<file path="src/rtl/control_sequencer_if.sv">
// Control bundle between the hardwired sequencer and the single-bus datapath.
// master = sequencer side, slave = datapath / IR / CON side.
interface control_sequencer_if;
    logic [31:0] IR;
    logic        CON_FF;
    logic        mem_ready;
    logic        stop;
    logic        Gra, Grb, Grc, Rin, Rout, BAout, Cout;
    logic [6:0]  dp_in;
    logic [2:0]  dp_out;
    logic        IncPC;
    logic [3:0]  alu_op;
    logic        Read, Write;
    logic        run;

    modport master (
        input  IR, CON_FF, mem_ready, stop,
        output Gra, Grb, Grc, Rin, Rout, BAout, Cout,
        output dp_in, dp_out, IncPC, alu_op, Read, Write, run
    );

    modport slave (
        output IR, CON_FF, mem_ready, stop,
        input  Gra, Grb, Grc, Rin, Rout, BAout, Cout,
        input  dp_in, dp_out, IncPC, alu_op, Read, Write, run
    );
endinterface

</file>
<file path="src/rtl/control_sequencer.sv">
// Hardwired T-state control unit for the single-bus CPU datapath.
// Optional feature: define CTRL_BRANCH_EN to compile in the br sequence.
module control_sequencer (
    input  logic                clock,
    input  logic                reset,
    control_sequencer_if.master bus
);
    typedef enum logic [3:0] {
        S_RST, S_T0, S_T1, S_T2, S_T3, S_T4, S_T5, S_T6, S_T7, S_HALT, S_STOP
    } state_t;

    typedef enum logic [2:0] {
        C_NOP, C_RR, C_IMM, C_LDI, C_LD, C_ST, C_BR, C_HALT
    } cls_t;

    localparam logic [3:0] ALU_ADD = 4'b0000;
    localparam logic [3:0] ALU_SUB = 4'b0001;
    localparam logic [3:0] ALU_AND = 4'b0010;
    localparam logic [3:0] ALU_OR  = 4'b0011;

    state_t     state_q, state_d;
    logic [4:0] op_q, op_d;
    logic       t1_seen_q, t1_seen_d;
    cls_t       cls;
    logic [3:0] op_alu;
    state_t     boundary;

    always_ff @(posedge clock) begin
        if (reset) begin
            state_q   <= S_RST;
            op_q      <= 5'd0;
            t1_seen_q <= 1'b0;
        end else begin
            state_q   <= state_d;
            op_q      <= op_d;
            t1_seen_q <= t1_seen_d;
        end
    end

    always_comb begin
        cls    = C_NOP;
        op_alu = ALU_ADD;
        case (op_q)
            5'b00000: cls = C_LD;
            5'b00001: cls = C_LDI;
            5'b00010: cls = C_ST;
            5'b00011: begin cls = C_RR;  op_alu = ALU_ADD; end
            5'b00100: begin cls = C_RR;  op_alu = ALU_SUB; end
            5'b00101: begin cls = C_RR;  op_alu = ALU_AND; end
            5'b00110: begin cls = C_RR;  op_alu = ALU_OR;  end
            5'b01000: begin cls = C_IMM; op_alu = ALU_ADD; end
            5'b01001: begin cls = C_IMM; op_alu = ALU_AND; end
            5'b01010: begin cls = C_IMM; op_alu = ALU_OR;  end
`ifdef CTRL_BRANCH_EN
            5'b10010: cls = C_BR;
`else
            5'b10010: cls = C_NOP;
`endif
            5'b11011: cls = C_HALT;
            default:  cls = C_NOP;
        endcase
    end

    // Instruction boundary: stop is only honoured when heading for T0.
    assign boundary = bus.stop ? S_STOP : S_T0;

    always_comb begin
        state_d   = state_q;
        op_d      = op_q;
        t1_seen_d = 1'b0;
        bus.Gra = 1'b0; bus.Grb = 1'b0; bus.Grc = 1'b0;
        bus.Rin = 1'b0; bus.Rout = 1'b0; bus.BAout = 1'b0; bus.Cout = 1'b0;
        bus.dp_in  = 7'd0;
        bus.dp_out = 3'd0;
        bus.IncPC  = 1'b0;
        bus.alu_op = ALU_ADD;
        bus.Read   = 1'b0;
        bus.Write  = 1'b0;
        bus.run    = 1'b1;
        case (state_q)
            S_RST: begin
                bus.run = 1'b0;
                state_d = boundary;
            end
            S_STOP: state_d = bus.stop ? S_STOP : S_T0;
            S_T0: begin
                bus.dp_out[0] = 1'b1; bus.dp_in[2] = 1'b1;
                bus.IncPC = 1'b1;     bus.dp_in[5] = 1'b1;
                state_d = S_T1;
            end
            S_T1: begin
                // PC update happens once even if the fetch read is stretched.
                t1_seen_d = 1'b1;
                bus.Read  = 1'b1;
                if (!t1_seen_q) begin
                    bus.dp_out[2] = 1'b1; bus.dp_in[0] = 1'b1;
                end
                if (bus.mem_ready) begin
                    bus.dp_in[3] = 1'b1;
                    state_d = S_T2;
                end
            end
            S_T2: begin
                bus.dp_out[1] = 1'b1; bus.dp_in[1] = 1'b1;
                op_d    = bus.IR[31:27];
                state_d = S_T3;
            end
            S_T3: begin
                state_d = S_T4;
                case (cls)
                    C_RR, C_IMM: begin bus.Grb = 1'b1; bus.Rout = 1'b1; bus.dp_in[4] = 1'b1; end
                    C_LDI, C_LD, C_ST: begin bus.Grb = 1'b1; bus.BAout = 1'b1; bus.dp_in[4] = 1'b1; end
                    C_BR: begin bus.Gra = 1'b1; bus.Rout = 1'b1; bus.dp_in[6] = 1'b1; end
                    C_HALT: state_d = S_HALT;
                    default: state_d = boundary;
                endcase
            end
            S_T4: begin
                state_d = S_T5;
                case (cls)
                    C_RR: begin bus.Grc = 1'b1; bus.Rout = 1'b1; bus.dp_in[5] = 1'b1; bus.alu_op = op_alu; end
                    C_IMM: begin bus.Cout = 1'b1; bus.dp_in[5] = 1'b1; bus.alu_op = op_alu; end
                    C_LDI, C_LD, C_ST: begin bus.Cout = 1'b1; bus.dp_in[5] = 1'b1; end
                    C_BR: begin bus.dp_out[0] = 1'b1; bus.dp_in[4] = 1'b1; end
                    default: state_d = boundary;
                endcase
            end
            S_T5: begin
                state_d = S_T6;
                case (cls)
                    C_RR, C_IMM, C_LDI: begin
                        bus.dp_out[2] = 1'b1; bus.Gra = 1'b1; bus.Rin = 1'b1;
                        state_d = boundary;
                    end
                    C_LD, C_ST: begin bus.dp_out[2] = 1'b1; bus.dp_in[2] = 1'b1; end
                    C_BR: begin bus.Cout = 1'b1; bus.dp_in[5] = 1'b1; end
                    default: state_d = boundary;
                endcase
            end
            S_T6: begin
                state_d = S_T7;
                case (cls)
                    C_LD: begin
                        bus.Read = 1'b1;
                        if (bus.mem_ready) bus.dp_in[3] = 1'b1;
                        else               state_d = S_T6;
                    end
                    C_ST: begin bus.Gra = 1'b1; bus.Rout = 1'b1; bus.dp_in[3] = 1'b1; end
                    C_BR: begin
                        bus.dp_out[2] = 1'b1;
`ifdef CTRL_BRANCH_EN
                        bus.dp_in[0] = bus.CON_FF;
`endif
                        state_d = boundary;
                    end
                    default: state_d = boundary;
                endcase
            end
            S_T7: begin
                state_d = boundary;
                case (cls)
                    C_LD: begin bus.dp_out[1] = 1'b1; bus.Gra = 1'b1; bus.Rin = 1'b1; end
                    C_ST: begin
                        bus.Write = 1'b1;
                        if (!bus.mem_ready) state_d = S_T7;
                    end
                    default: ;
                endcase
            end
            S_HALT: bus.run = 1'b0;
            default: begin
                bus.run = 1'b0;
                state_d = S_RST;
            end
        endcase
    end
endmodule
</file>
<file path="src/flat_wrapper.sv">
// flat-port wrapper written by rule: the top's interface ports become plain ports
module control_sequencer_flat 
  (clock, reset, bus_IR, bus_CON_FF, bus_mem_ready, bus_stop, bus_Gra, bus_Grb, bus_Grc, bus_Rin, bus_Rout, bus_BAout, bus_Cout, bus_dp_in, bus_dp_out, bus_IncPC, bus_alu_op, bus_Read, bus_Write, bus_run);
  control_sequencer_if bus_i ();
  input  logic clock;
  input  logic reset;
  input wire logic [$bits(bus_i.IR)-1:0] bus_IR;
  input wire logic [$bits(bus_i.CON_FF)-1:0] bus_CON_FF;
  input wire logic [$bits(bus_i.mem_ready)-1:0] bus_mem_ready;
  input wire logic [$bits(bus_i.stop)-1:0] bus_stop;
  output wire logic [$bits(bus_i.Gra)-1:0] bus_Gra;
  output wire logic [$bits(bus_i.Grb)-1:0] bus_Grb;
  output wire logic [$bits(bus_i.Grc)-1:0] bus_Grc;
  output wire logic [$bits(bus_i.Rin)-1:0] bus_Rin;
  output wire logic [$bits(bus_i.Rout)-1:0] bus_Rout;
  output wire logic [$bits(bus_i.BAout)-1:0] bus_BAout;
  output wire logic [$bits(bus_i.Cout)-1:0] bus_Cout;
  output wire logic [$bits(bus_i.dp_in)-1:0] bus_dp_in;
  output wire logic [$bits(bus_i.dp_out)-1:0] bus_dp_out;
  output wire logic [$bits(bus_i.IncPC)-1:0] bus_IncPC;
  output wire logic [$bits(bus_i.alu_op)-1:0] bus_alu_op;
  output wire logic [$bits(bus_i.Read)-1:0] bus_Read;
  output wire logic [$bits(bus_i.Write)-1:0] bus_Write;
  output wire logic [$bits(bus_i.run)-1:0] bus_run;
  assign bus_i.IR = bus_IR;
  assign bus_i.CON_FF = bus_CON_FF;
  assign bus_i.mem_ready = bus_mem_ready;
  assign bus_i.stop = bus_stop;
  assign bus_Gra = bus_i.Gra;
  assign bus_Grb = bus_i.Grb;
  assign bus_Grc = bus_i.Grc;
  assign bus_Rin = bus_i.Rin;
  assign bus_Rout = bus_i.Rout;
  assign bus_BAout = bus_i.BAout;
  assign bus_Cout = bus_i.Cout;
  assign bus_dp_in = bus_i.dp_in;
  assign bus_dp_out = bus_i.dp_out;
  assign bus_IncPC = bus_i.IncPC;
  assign bus_alu_op = bus_i.alu_op;
  assign bus_Read = bus_i.Read;
  assign bus_Write = bus_i.Write;
  assign bus_run = bus_i.run;
  control_sequencer u_core (.clock(clock), .reset(reset), .bus(bus_i));
endmodule
</file>
<file path="config.mk">
export PLATFORM = sky130hd
export DESIGN_NAME = control_sequencer_flat
export DESIGN_NICKNAME = d
export VERILOG_FILES = /design/src/rtl/control_sequencer_if.sv /design/src/rtl/control_sequencer.sv /design/src/flat_wrapper.sv
export SDC_FILE = /design/constraint.sdc
export NUM_CORES = 1
export LEC_CHECK = 0
export ABC_AREA = 0
export BUFFER_PORTS_ARGS = -buffer_cell sky130_fd_sc_hd__buf_4
export CAP_MARGIN = 20
export CORE_MARGIN = 5
export CORE_UTILIZATION = 43
export DETAILED_ROUTE_END_ITERATION = 10
export GPL_TIMING_DRIVEN = 0
export PLACE_DENSITY = 0.8
export SYNTH_ARGS = -nofsm -noshare
export SYNTH_HDL_FRONTEND = slang
export SYNTH_SLANG_ARGS = --single-unit
</file>
<file path="constraint.sdc">
create_clock -name clock -period 2.3 [get_ports clock]
set_input_delay 0.23 -clock clock [delete_from_list [all_inputs] [get_ports clock]]
set_output_delay 0.23 -clock clock [all_outputs]
set_load 0.05 [all_outputs]
</file>
==> flow_summary.ini <==
[power]
ir_drop_uv = 722
powerDensity_nw_per_um2 = 1060
leakage_uw = 0.000591

[layout]
instances_no_fill = 215
final_nets = 225
final_common_cell = buf_4
areaGrowthSynthToFinish_pct = 37.6
drive_gt1_share_pct = 35.8
insertedDiodeCount = 0
layout_common_cells = buf_4, nor2_1, nand2_1

[setup_path]
crit_chain = buf_6 > or4_4 > or3_4 > inv_2 > nand2_2 > nand2b_1 > buf_6
worstPathRequired_ps = 2070
crit_fanout = 10
endpoint_kind = output pin
cp_slowest_cell = or4_4
crit_family = simple AND/OR/NAND/NOR gates
max_stage_delay_ps = 540
crit_arrival_ps = 2020
crit_buf_inv = 3
start_kind = register
path_class = reg2out
reg2reg_setup_slack_ps = 460
critPathMostFrequentCell = buf_6

[timing]
fmax_mhz = 444
hold_viol = 0
min_period_over_period_pct = 98.0
fin_crit_ps = 2250
rsz0062_at_grt = no
skew_ps = 16.5
setup_viol = 0
fin_setup_tns_ps = 0
drv_slew = 0

[floorplan]
rows = 17
fp.dieH_um = 58.8
initial_core_util_pct = 45.9
die_x_um = 58.8
die-area_um2 = 3460
core_um2 = 2230
ios = 62

[yosys]
ys_types = 49
post_synth.cell_area_avg_um2 = 6.83
synth-edff-count = 0
synth_cells = 150
synthDominantCellAreaShare_pct = 19.5
synthTopCellsByArea = dfxtp_1, nor2_1, nand2_1
synthFlopType = dfxtp_1
synth_top_cell_by_area = dfxtp_1
yosysWarnings = 0
syn_area_um2 = 1020
ys_ff_latch = 10
async_flop_share_pct = 0
synth_seq_area_share_pct = 19.5

[grt]
grt_max_degree = 11
grt_use_total_pct = 20.4
grt_pass1_wl_mm = 5.51
first_global_vias = 1173
grt.overflow.total = 0
antenna_found_initial = 0

[detailed_routing]
drtIter0Drc = 62
ant_nets = 0
wl_mm = 3.28
vias_per_cell = 5.93
firstDrtPassIters = 4
route.detailed.drc = 0
vias = 1276
wl_per_cell_um = 15.3

[clock_network]
cts-root-buf = clkbuf_4
cts_num_sinks = 10
cts.htree.levels = 1
cts_tree = built
clkTransAtPathRegs_ps = 90
cts_inserted_buffers = 3
clk_latency_ps = 280
cts_buffer_depth = 2

[outcome]
status = completed

[placed_design]
numPlacedInstances = 210
dp_hpwl_mm = 2.48
finalWeightedCongestion = 0.922
io_buffers = 30

[min_path]
min-delay-path-class = in2reg

[job]
cap_viol_max_count = 0
## worst reg2reg max path, stage by stage (launching register included)
cell       delay (ps)
dfxtp_1           320
buf_6             140
nor4_4            500
nor2_1            110
a2111oi_1         380
a41oi_1            80
a41oi_1           240
## synthesized netlist by cell type, types with 2 or more instances
cell type,number
nor3_1,7
inv_1,4
clkbuf_1,5
nor2_1,29
o21ai_0,3
o22ai_1,2
mux2i_1,5
nand3_1,9
nor4_1,4
buf_2,5
o21bai_1,2
nor2b_1,4
nand2b_1,2
buf_4,4
dfxtp_1,10
a41oi_1,2
a211oi_1,2
nand2_1,14
and2_1,2
xnor2_1,2
a21oi_1,5
## registers in the layout (all words and copies together), names as in the netlist
register	cells
u_core.t1_seen_q	1
u_core.op_q	5
u_core.state_q	4
## area by class of cell
type	count	area, um^2
Tap cell	28	35.0
Inverter	5	18.8
Multi-Input combinational cell	122	785
Buffer	15	91.3
Sequential cell	10	200
Clock buffer	4	36.3
Fill cell	208	823
Timing Repair Buffer	31	244
## per-stage QoR
step | power (uW) | util (%) | setup WS, ps | hold WS, ps | cell area [um^2]
global route | 1570 | 63.1 | 0.502 | 214 | 1410
detailed placement | 1280 | 59.0 | 226 | 471 | 1320
CTS | 1470 | 61.9 | 23.6 | 177 | 1380
global placement | 1270 | 59.0 | 256 | 465 | 1320
floorplan | 1020 | - | -263 | 377 | 1060
finish | 1490 | 63.1 | 46.2 | 177 | 1410
## routing by layer
metal / up-vias / routed length [um] / track usage [%] / share of wire [%]
met2: 63 / 1610 / 31.9 / 49
met4: 0 / 76 / 10.7 / 2.3
met1: 592 / 1350 / 27.0 / 41
li1: 613 / - / - / -
met5: - / 0 / 0 / 0
met3: 8 / 241 / 2.63 / 7.3
## kinds of logic after synthesis
group / Yosys count / share of synthesized area [%]
other: 1 / 0.366
AOI/OAI and AO/OA: 33 / 24.1
DFF: 10 / 19.5
muxes: 5 / 4.88
buffers and inverters: 20 / 10.1
adders and majority gates: 1 / 0.977
xor gates and xnor gates: 2 / 1.71
and+or+nand+nor: 78 / 38.3
## path summary, 6_finish.rpt
path	startpoint	end	cells after the start
setup / recovery	u_core.op_q[4]	bus_Gra	7
hold / removal	bus_IR[30]	u_core.op_q[3]	3
setup reg to reg	u_core.op_q[0]	u_core.state_q[3]	6
hold reg to reg	u_core.op_q[4]	u_core.op_q[4]	3
## repair_timing
item	4_1_cts	5_1_grt
pin swaps	3	1
endpoints found under the hold margin	0	0
buffers inserted	1	0
endpoints found under the setup margin	3	3
hold buffers	0	0
resized for setup	6	9
## power breakdown
| part | switching (uW) | internal, uW |
|---|---|---|
| Combinational | 721 | 345 |
| Sequential | 45.9 | 208 |
| Clock | 76.3 | 96.3 |
(Power assumes the default switching activity.)
